`src/rtl/step_tick_scheduler.sv`:
```
// Run-controlled clock-enable generator: issues a programmed number of evenly
// spaced single-cycle step enables in the clk domain and flags completion.
module step_tick_scheduler #(
    parameter int DIV_W = 8,
    parameter int CNT_W = 16
) (
    input  logic             clk,
    input  logic             rst,
    input  logic             cfg_valid,
    output logic             cfg_ready,
    input  logic [DIV_W-1:0] cfg_div,
    input  logic [CNT_W-1:0] cfg_steps,
    input  logic             start,
    input  logic             abort,
    output logic             step_en,
    output logic             busy,
    output logic             done,
    output logic [CNT_W-1:0] steps_done
);

    typedef enum logic [1:0] {
        S_IDLE,
        S_RUN,
        S_DONE
    } state_t;

    state_t           r_state;
    state_t           w_state_nxt;
    logic [DIV_W-1:0] r_div;
    logic [DIV_W-1:0] r_cnt;
    logic [CNT_W-1:0] r_steps;
    logic [CNT_W-1:0] r_steps_done;
    logic             r_step_en;
    logic             r_done;

    logic             w_cfg_acc;
    logic             w_start;
    logic             w_step;
    logic             w_done;
    logic             w_tick;
    logic             w_finish;

    always_comb begin
        w_state_nxt = r_state;
        w_cfg_acc   = 1'b0;
        w_start     = 1'b0;
        w_step      = 1'b0;
        w_done      = 1'b0;
        w_tick      = (r_cnt == r_div - DIV_W'(1));
        // Final step is visible on step_en; completion takes effect one edge later.
        w_finish    = (r_steps != '0) && r_step_en && (r_steps_done == r_steps);
        case (r_state)
            S_IDLE: begin
                w_cfg_acc = cfg_valid;
                if (start) begin
                    w_start     = 1'b1;
                    w_state_nxt = S_RUN;
                end
            end
            S_RUN: begin
                if (abort) begin
                    w_state_nxt = S_IDLE;
                end else if (w_finish) begin
                    w_done      = 1'b1;
                    w_state_nxt = S_DONE;
                end else begin
                    w_step = w_tick;
                end
            end
            S_DONE: begin
                w_state_nxt = S_IDLE;
            end
            default: begin
                w_state_nxt = S_IDLE;
            end
        endcase
    end

    always_ff @(posedge clk) begin
        if (rst) begin
            r_state      <= S_IDLE;
            r_div        <= DIV_W'(1);
            r_steps      <= CNT_W'(1);
            r_cnt        <= '0;
            r_steps_done <= '0;
            r_step_en    <= 1'b0;
            r_done       <= 1'b0;
        end else begin
            r_state   <= w_state_nxt;
            r_step_en <= w_step;
            r_done    <= w_done;
            if (w_cfg_acc) begin
                r_div   <= (cfg_div == '0) ? DIV_W'(1) : cfg_div;
                r_steps <= cfg_steps;
            end
            if (w_start) begin
                r_cnt        <= '0;
                r_steps_done <= '0;
            end else if (r_state == S_RUN) begin
                r_cnt <= w_tick ? '0 : r_cnt + DIV_W'(1);
                if (w_step && (r_steps_done != '1)) begin
                    r_steps_done <= r_steps_done + CNT_W'(1);
                end
            end
        end
    end

    assign busy       = (r_state == S_RUN);
    assign cfg_ready  = (r_state == S_IDLE);
    assign step_en    = r_step_en;
    assign done       = r_done;
    assign steps_done = r_steps_done;

endmodule
```
`config.mk`:
```
export PLATFORM = sky130hd
export DESIGN_NAME = step_tick_scheduler
export DESIGN_NICKNAME = d
export VERILOG_FILES = /design/src/rtl/step_tick_scheduler.sv
export SDC_FILE = /design/constraint.sdc
export NUM_CORES = 1
export LEC_CHECK = 0
export BUFFER_PORTS_ARGS = -buffer_cell sky130_fd_sc_hd__buf_2
export CORE_MARGIN = 2
export CORE_UTILIZATION = 55
export CTS_CLUSTER_DIAMETER = 200
export CTS_CLUSTER_SIZE = 24
export DETAILED_ROUTE_END_ITERATION = 16
export PLACE_DENSITY_LB_ADDON = 0.2
export SLEW_MARGIN = 30
export SYNTH_ARGS = -nofsm -noshare
export SYNTH_HDL_FRONTEND = slang
export SYNTH_SLANG_ARGS = --single-unit
```
`constraint.sdc`:
```
create_clock -name clk -period 3.55 [get_ports clk]
set_input_delay 0.5325 -clock clk [delete_from_list [all_inputs] [get_ports clk]]
set_output_delay 0.5325 -clock clk [all_outputs]
set_load 0.01 [all_outputs]
```
# After elaboration in Yosys (flattened, before gate mapping)
# Index checks and enable logic that the tools add are counted.
[totals] latchBits=0 memories=0 wordCells=40 ram_bits=0 inputBits=29 rom_bits=0 reg_bits=52 output_inout_bits=20
[classes] muxes=13 multipliers=0 n_eq_ne=6 order_cmp=0 bitwise=1 n_addsub=3 div=0 n_reduce_logical=10 shift=0
[ops] operator="adder 16 x 1 -> 16 bit (second input constant)" n=1
[ops] operator="== test 16 bit" n=1
[ops] operator="2-to-1 mux 8 bit" n=2
[ops] operator="!= test 16 bit (second input constant)" n=1
[ops] operator="nonzero test 16 bit" n=1
[ops] operator="adder 8 x 1 -> 8 bit (second input constant)" n=1
[ops] operator="== test 8 bit" n=1
[ops] operator="zero test 8 bit" n=1
[ops] operator="subtractor 8 x 1 -> 8 bit (second input constant)" n=1
[ops] operator="2-to-1 mux 1 bit" n=7
[ops] operator="2-to-1 mux 2 bit" n=3
[ops] operator="one-hot mux 2 bit (2 select lines)" n=1
[ops] operator="AND reduction 2 bit" n=2
[ops] operator="logical AND 1 bit" n=3
[ops] operator="!= test 3 x 2 -> 1 bit (second input constant)" n=1
[ops] operator="OR reduction 3 bit" n=1
[ops] operator="== test 2 x 1 -> 1 bit (second input constant)" n=1
[ops] operator="zero test 2 bit" n=1
[ops] operator="!= test 2 x 1 -> 1 bit (second input constant)" n=1
[ops] operator="OR reduction 2 bit" n=1
[ops] operator="NOT 1 bit" n=1

# Longest topological paths before layout
# Gate-level depths: netlist of run 1.
[logic_depth] depth_word=8 depth_mapped=10

# Worst setup path before layout of run 1
# Ideal clock, no wire load.
[synth_timing] path_type="reg2reg" from="register r_div[0]" to="register r_steps_done[13] (netlist: steps_done[13])" slack_ns=0.802 n_path_buf=2 required_ns=3.418 path_stages_with_launch=11 arrival_ns=2.616 synth_period_minus_slack_ns=2.748 setup_time_ns=0.132 cell_sequence="dfxtp_1 inv_1 ha_1 xnor2_1 a311o_1 or3_1 or4_4 clkbuf_1 clkbuf_1 o31ai_1 a21oi_1"
[synth_between] elab_chain_len=7
[synth_rtl] element="start: declaration" line="29" source="logic [DIV_W-1:0] r_div;"
[synth_rtl] element="start signal: assignment" line="93" source="r_div <= (cfg_div == '0) ? DIV_W'(1) : cfg_div;"
[synth_rtl] element="subtractor 8 x 1 -> 8 bit" line="49" source="w_tick = (r_cnt == r_div - DIV_W'(1));"
[synth_rtl] element="== test 8 bit" line="49"
[synth_rtl] element="2-to-1 mux 1 bit" line="63" source="end else if (w_finish) begin"
[synth_rtl] element="2-to-1 mux 1 bit" line="61" source="if (abort) begin"
[synth_rtl] element="2-to-1 mux 1 bit" line="52" source="case (r_state)"
[synth_rtl] element="logical AND 1 bit" line="101" source="if (w_step && (r_steps_done != '1)) begin"
[synth_rtl] element="AND reduction 2 bit (no line)"
[synth_rtl] element="end signal: assignment" line="102" source="r_steps_done <= r_steps_done + CNT_W'(1);"
[synth_rtl] element="end: declaration" line="32" source="logic [CNT_W-1:0] r_steps_done;"
# No other way between the ends.
# A chain may end at the register's enable or synchronous reset.

# Worst setup path after layout of run 1
[layout_timing] from="register r_div[0]" to="register r_steps_done[4] (netlist: steps_done[4])"
# Same word-level chain as after synthesis.

==> out/results.tsv, run 1 <==
stage	metric	value	unit
status	status	finished clean	
synthesis	post-synthesis register bit count	52	
hold_path	min-delay worst type	in2reg	
detailed_routing	DRC viols	0	
clocking	CTS tree	yes	
sta	Fin. Hold Viols	0	
global_routing	first-pass GRT wire length	10200	um
sta	max_slew headroom	49.1	%
clocking	setup repair bufs after CTS	0	
floorplan	total die area	5530	um2
synthesis	Mapped Nets	371	
worst_setup_path	max incr delay on CP	0.68	ns
worst_setup_path	crit-path max FO	30	
sta	final setup vio count	0	
power_and_ir_drop	Worst VDD drop	293	uV
clocking	CTS clk-pin slew, worst paths	0.10	ns
place	Routability Congestion	0.880	
detailed_routing	Avg Vias per Cell	5.63	
floorplan	die span in y	74.3	um
clocking	root buf cell	clkbuf_8	
worst_setup_path	R2R cell count	8	
worst_setup_path	CP endpoint kind	register	
global_routing	largest net degree at the start of global routing	31	
floorplan	Row Count	25	
detailed_routing	total number of vias	2530	
sta	Fin Clk Skew	0.0109	ns
clocking	CTS Sinks	52	
clocking	cts bufs inserted	5	
power_and_ir_drop	sw frac	25.8	%
clocking	clock tree buffer depth	2	
power_and_ir_drop	Total Power	1.21	mW
layout	cell area after layout	3130	um2
worst_setup_path	reg2reg end	steps_done[4]$_SDFFE_PP0P_	
power_and_ir_drop	register share of total power	51.5	%
worst_setup_path	critical path buffer and inverter count	1	
worst_setup_path	CP max stage cell	or4_4	
power_and_ir_drop	Comb power frac	12.5	%
synthesis	Mapped Cells	339	
worst_setup_path	Worst Path Arrival	3.21	ns
sta	Slew Limit Fails	0	
hold_path	hold path start	cfg_steps[1]	
layout	commonest non-fill, non-tap cell in the layout	nand2_1	
synthesis	Yosys warnings	0	
worst_setup_path	origin of the critical flop-to-flop path	r_div[0]$_SDFFE_PP1P_	
global_routing	initial antenna violation count	0	
power_and_ir_drop	Clk pwr share	35.9	%
floorplan	Core Footprint	4750	um2
layout	Finished Layout Cells	449	
layout	Area growth syn-to-layout	15.1	%
sta	post-route clock period utilization	83.6	%
global_routing	GRT overflow	0	
sta	RSZ-0062 raised after global routing	no	
hold_path	hold path depth	3	
synthesis	Yosys cell types	41	
worst_setup_path	delay-heaviest family, CP	simple AND/OR/NAND/NOR gates	
worst_setup_path	CP Class	reg2reg	
sta	setup TNS	0	ns
global_routing	Global Route Usage Sum	23.9	%
layout	fin nets	413	
flow_run	max_cap viols	0	
power_and_ir_drop	power density cells	386	nW/um2
detailed_routing	DRT Pass-1 Iters	4	
layout	Filler Cells Inserted	441	
sta	Worst-Margin Slew	0.762	ns
sta	Min Clock Period, post-route	2.97	ns
place	dpl cells	441	
hold_path	Worst Hold Endpoint	r_steps[1]$_SDFFE_PP0P_	
place	DP HPWL	4500	um
global_routing	number of global-route vias before repair	2188	
detailed_routing	Detailed Route Iter0 Violations	200	
place	PortBufs	48	
sta	achievable frequency	337	MHz
synthesis	Seq/Total Area, Yosys	38.3	%
clocking	clock latency on the worst-skew pair	0.31	ns
worst_setup_path	worst reg-to-reg setup slack	0.58	ns
detailed_routing	routed len/inst	13.8	um
floorplan	Initial Util	57.2	%
place	Cell Area, Placed	3000	um2
layout	Antenna Cells	0	
clocking	CTS resizes	0	
power_and_ir_drop	Leak	1.19	nW
clocking	CTS HTree Levels	2	
floorplan	io pins	49	
worst_setup_path	CP cell instances	inv_1, ha_1, xnor2_1, a311o_1, or3_1, or4_4, or4_1, a21oi_1	
layout	share of cells above drive strength 1	17.3	%
detailed_routing	Final ANT Viol Nets	0	
floorplan	die width	74.3	um
detailed_routing	routed wire length	6180	um
worst_setup_path	CP Launch Type	register	
synthesis	synthesized area	2720	um2
power_and_ir_drop	Pint	0.896	mW
power_and_ir_drop	Switching Power	0.312	mW
layout	commonest cells after routing, fill and taps aside	nand2_1 (64), dfxtp_1 (52), buf_2 (48)	
worst_setup_path	Critical Path RT	3.79	ns
synthesis	Mean Syn Cell Area	8.03	um2
clocking	CTS hold repair buffers	0	
## logic make-up after synthesis
kind of cell	count (synthesis)	synth area share (%)
buffers and inverters	20	3.03
adder cells (fa/ha/maj)	3	1.38
XOR/XNOR	32	10.3
AND/OR/NAND/NOR	166	32.5
flip-flops	52	38.3
AO/OA/AOI/OAI	61	12.7
multiplexers	5	1.84
## worst register-to-register path, delay by kind of cell (launching register included)
family	cells	cell delay, ns
AO/OA/AOI/OAI	2	0.42
buffers and inverters	1	0.08
adder cells (fa/ha/maj)	1	0.31
flip-flops	1	0.41
AND/OR/NAND/NOR	3	1.55
XOR/XNOR	1	0.13
## synthesized netlist by cell type, drive strengths merged
library cell / n / area (um2)
or4: 16 / 124
dfxtp: 52 / 1040
and2: 1 / 6.26
or3: 8 / 50.1
nor4b: 2 / 17.5
buf: 1 / 11.3
o22ai: 1 / 6.26
nand2b: 9 / 56.3
o21ai: 10 / 50.0
clkbuf: 14 / 52.6
nor3: 10 / 55.1
or2: 2 / 12.5
ha: 3 / 37.5
nand3b: 3 / 22.5
a311o: 1 / 10.0
a211o: 1 / 8.76
nor2: 11 / 41.3
o211ai: 3 / 22.5
clkinv: 1 / 3.75
nand2: 64 / 240
nor2b: 3 / 18.8
mux2i: 5 / 50.1
inv: 4 / 15.0
nor4: 11 / 75.1
o31ai: 7 / 52.6
nand3: 10 / 50.1
xor2: 14 / 123
nand4: 9 / 56.3
and3b: 1 / 8.76
and4: 2 / 17.5
xnor2: 18 / 158
a31o: 1 / 8.76
or4b: 1 / 10.0
and3: 1 / 6.26
a21oi: 35 / 175
nor3b: 2 / 15.0
a31oi: 2 / 12.5
## per-stage QoR
step	hold slack (ns)	util [%]	setup slack (ns)
2_1_floorplan	0.448	-	0.802
3_3_place_gp	0.458	63.2	0.707
3_5_place_dp	0.474	63.2	0.612
4_1_cts	0.440	65.7	0.595
5_1_grt	0.461	65.9	0.415
6_report	0.449	65.9	0.581
## power by group through the flow
stage / sequential (mW) / combinational [mW] / clock (mW)
global route: 0.626 / 0.171 / 0.463
detailed placement: 0.637 / 0.152 / 0
floorplan: 0.631 / 0.118 / 0
CTS: 0.623 / 0.152 / 0.442
finish: 0.623 / 0.152 / 0.434
global placement: 0.635 / 0.148 / 0
## registers in the layout (all words and copies together) (netlist names)
name / flops
done: 1
steps_done: 16
r_steps: 16
r_div: 8
step_en: 1
r_state: 2
r_cnt: 8
## metal layers
metal / share of wire (%) / global-route usage, %
met3: 4.8 / 4.61
met1: 48 / 34.6
met2: 46 / 35.4
met4: 1.3 / 8.93
met5: 0 / 0
## layout make-up
class | instances | area [um2] | share of cell area [%]
inverters | 5 | 18.8 | 0.599
multi-input cells | 267 | 1610 | 51.5
well taps | 67 | 83.8 | 2.68
clock inverters | 2 | 38.8 | 1.24
flip-flops and latches | 52 | 1040 | 33.2
clock buffers | 6 | 82.6 | 2.64
repair buffers | 50 | 255 | 8.15
## how the worst max path moves through the flow
stage,startpoint,endpoint,slack (ns),cells after the start
2_1_floorplan,r_div[0]$_SDFFE_PP1P_,steps_done[13]$_SDFFE_PP0P_,0.80,10
3_3_place_gp,r_div[0]$_SDFFE_PP1P_,steps_done[14]$_SDFFE_PP0P_,0.71,8
3_5_place_dp,r_div[0]$_SDFFE_PP1P_,steps_done[4]$_SDFFE_PP0P_,0.61,8
4_1_cts,r_div[0]$_SDFFE_PP1P_,steps_done[4]$_SDFFE_PP0P_,0.59,8
5_1_grt,r_div[0]$_SDFFE_PP1P_,steps_done[13]$_SDFFE_PP0P_,0.41,8
6_report,r_div[0]$_SDFFE_PP1P_,steps_done[4]$_SDFFE_PP0P_,0.58,8
(Power assumes the default switching activity.)
==> run 2, diff against run 1 <==
clock period = 2.9 ns   (was 3.55 ns; I/O delays follow)
==> run 2 against run 1 <==
- setup slack got worse by 0.47 ns
- clock skew decreased by 0.0052 ns
- routed wire length rose by 7.4%
- flip-flop and latch count stayed put
- critical path depth up 1
- sequential share of layout area fell by 0.89 points
- cell area is 2.9% higher
- non-clock buffer count is 9 higher
- worst hold slack worse by 0.092 ns
- critical path type unchanged
==> out/results.tsv, run 2 (same netlist as run 1, synthesis figures left out) <==
stage	metric	value	unit
floorplan	total die area	5530	um2
global_routing	largest net degree at the start of global routing	31	
worst_setup_path	CP Class	reg2reg	
worst_setup_path	Worst Path Arrival	3.04	ns
sta	Fin Clk Skew	0.00562	ns
global_routing	first-pass GRT wire length	10100	um
floorplan	Initial Util	57.2	%
detailed_routing	DRC viols	0	
floorplan	Row Count	25	
sta	Slew Limit Fails	0	
layout	Antenna Cells	0	
hold_path	min-delay worst type	in2reg	
power_and_ir_drop	Pint	1.17	mW
power_and_ir_drop	Clk pwr share	37.0	%
clocking	clock tree buffer depth	2	
sta	setup TNS	0	ns
detailed_routing	Final ANT Viol Nets	0	
power_and_ir_drop	power density cells	481	nW/um2
place	Routability Congestion	0.895	
clocking	CTS HTree Levels	2	
worst_setup_path	crit-path max FO	7	
sta	post-route clock period utilization	96.3	%
clocking	clock latency on the worst-skew pair	0.30	ns
layout	fin nets	424	
detailed_routing	DRT Pass-1 Iters	4	
layout	commonest cells after routing, fill and taps aside	nand2_1 (64), dfxtp_1 (51), buf_2 (48)	
layout	commonest non-fill, non-tap cell in the layout	nand2_1	
worst_setup_path	CP Launch Type	register	
sta	final setup vio count	0	
sta	RSZ-0062 raised after global routing	no	
floorplan	die span in y	74.3	um
power_and_ir_drop	register share of total power	49.0	%
clocking	cts bufs inserted	5	
detailed_routing	routed wire length	6640	um
detailed_routing	total number of vias	2601	
floorplan	Core Footprint	4750	um2
worst_setup_path	CP endpoint kind	register	
clocking	CTS tree	yes	
clocking	CTS hold repair buffers	0	
global_routing	initial antenna violation count	0	
clocking	CTS clk-pin slew, worst paths	0.09	ns
sta	Worst-Margin Slew	0.931	ns
sta	Fin. Hold Viols	0	
global_routing	GRT overflow	0	
global_routing	Global Route Usage Sum	23.6	%
power_and_ir_drop	Worst VDD drop	361	uV
detailed_routing	routed len/inst	14.5	um
place	DP HPWL	4660	um
power_and_ir_drop	Comb power frac	13.9	%
detailed_routing	Avg Vias per Cell	5.67	
clocking	root buf cell	clkbuf_8	
detailed_routing	Detailed Route Iter0 Violations	144	
floorplan	die width	74.3	um
power_and_ir_drop	Leak	1.23	nW
floorplan	io pins	49	
power_and_ir_drop	Switching Power	0.383	mW
layout	Area growth syn-to-layout	18.4	%
status	status	finished clean	
worst_setup_path	Critical Path RT	3.15	ns
layout	share of cells above drive strength 1	19.6	%
clocking	CTS Sinks	52	
power_and_ir_drop	Total Power	1.55	mW
power_and_ir_drop	sw frac	24.7	%
layout	Filler Cells Inserted	435	
sta	achievable frequency	358	MHz
global_routing	number of global-route vias before repair	2198	
sta	max_slew headroom	37.9	%
sta	Min Clock Period, post-route	2.79	ns
place	PortBufs	48	
flow_run	max_cap viols	0	
-- run 2: changes by cell type in the layout (fill, tap and decap cells not counted), sizes merged --
cell    previous run  this run
or4               16        18
buf               50        59
bufinv             1         2
clkinv             2         1
clkbuf             6         5
-- run 2: cell type report --
| class | instances | area, um2 | share of cell area (%) |
|---|---|---|---|
| multi-input combinational | 269 | 1630 | 50.5 |
| clock inverter | 2 | 60.1 | 1.86 |
| inverter | 5 | 18.8 | 0.582 |
| timing repair buffer | 59 | 323 | 10.0 |
| sequential | 52 | 1040 | 32.3 |
| tap | 67 | 83.8 | 2.60 |
| clock buffer | 5 | 68.8 | 2.14 |
-- run 2: metrics by stage --
stage / hold WS [ns] / instance area, um2 / instances / util, % / worst slack (ns)
5_1_grt: 0.357 / 3220 / 459 / 67.8 / 0.00876
2_1_floorplan: 0.448 / 2720 / 339 / - / 0.152
4_1_cts: 0.352 / 3190 / 456 / 67.1 / 0.0201
3_5_place_dp: 0.472 / 3060 / 449 / 64.4 / 0.0362
6_report: 0.357 / 3220 / 459 / 67.8 / 0.108
3_3_place_gp: 0.464 / 3060 / 449 / 64.4 / 0.122
-- run 2: repair_timing --
action                                  in CTS  in global routing
setup buffers                                0                  1
resized for setup                            0                  3
endpoints found under the hold margin        0                  0
endpoints found under the setup margin       0                 10
-- run 2: power groups by stage --
| stage | Combinational, mW | Sequential [mW] | Clock (mW) |
|---|---|---|---|
| CTS | 0.195 | 0.760 | 0.584 |
| floorplan | 0.145 | 0.772 | 0 |
| detailed placement | 0.194 | 0.777 | 0 |
| global placement | 0.188 | 0.776 | 0 |
| global route | 0.237 | 0.764 | 0.612 |
| finish | 0.216 | 0.760 | 0.575 |
-- run 2: worst paths after layout --
check	start	end	slack, ns	cells after the start
worst max-delay path	r_div[0]$_SDFFE_PP1P_	steps_done[3]$_SDFFE_PP0P_	0.11	9
worst min register to register	r_div[1]$_SDFFE_PP0P_	r_div[1]$_SDFFE_PP0P_	0.47	2
worst max register to register	r_div[0]$_SDFFE_PP1P_	steps_done[3]$_SDFFE_PP0P_	0.11	9
worst min-delay path	cfg_steps[0]	r_steps[0]$_SDFFE_PP1P_	0.36	3
-- run 2: worst max-delay path, stage by stage (launching register included) --
cell and delay [ns]:
dfxtp_1 0.34, inv_1 0.04, ha_1 0.22, nor2b_1 0.18, a311o_1 0.32, or3_1 0.38, or4_4 0.57, buf_4 0.16
or4_1 0.45, nand2_1 0.08
-- run 2: metal layers --
metal / track usage (%) / vias to the layer above / part of all wire (%) / routed length, um
met1: 32.0 / 1172 / 46 / 3030
met5: 0 / - / 0 / 0
met2: 38.3 / 96 / 47 / 3090
met3: 4.74 / 12 / 6.2 / 410
met4: 6.94 / 0 / 1.5 / 97
li1: - / 1321 / - / -
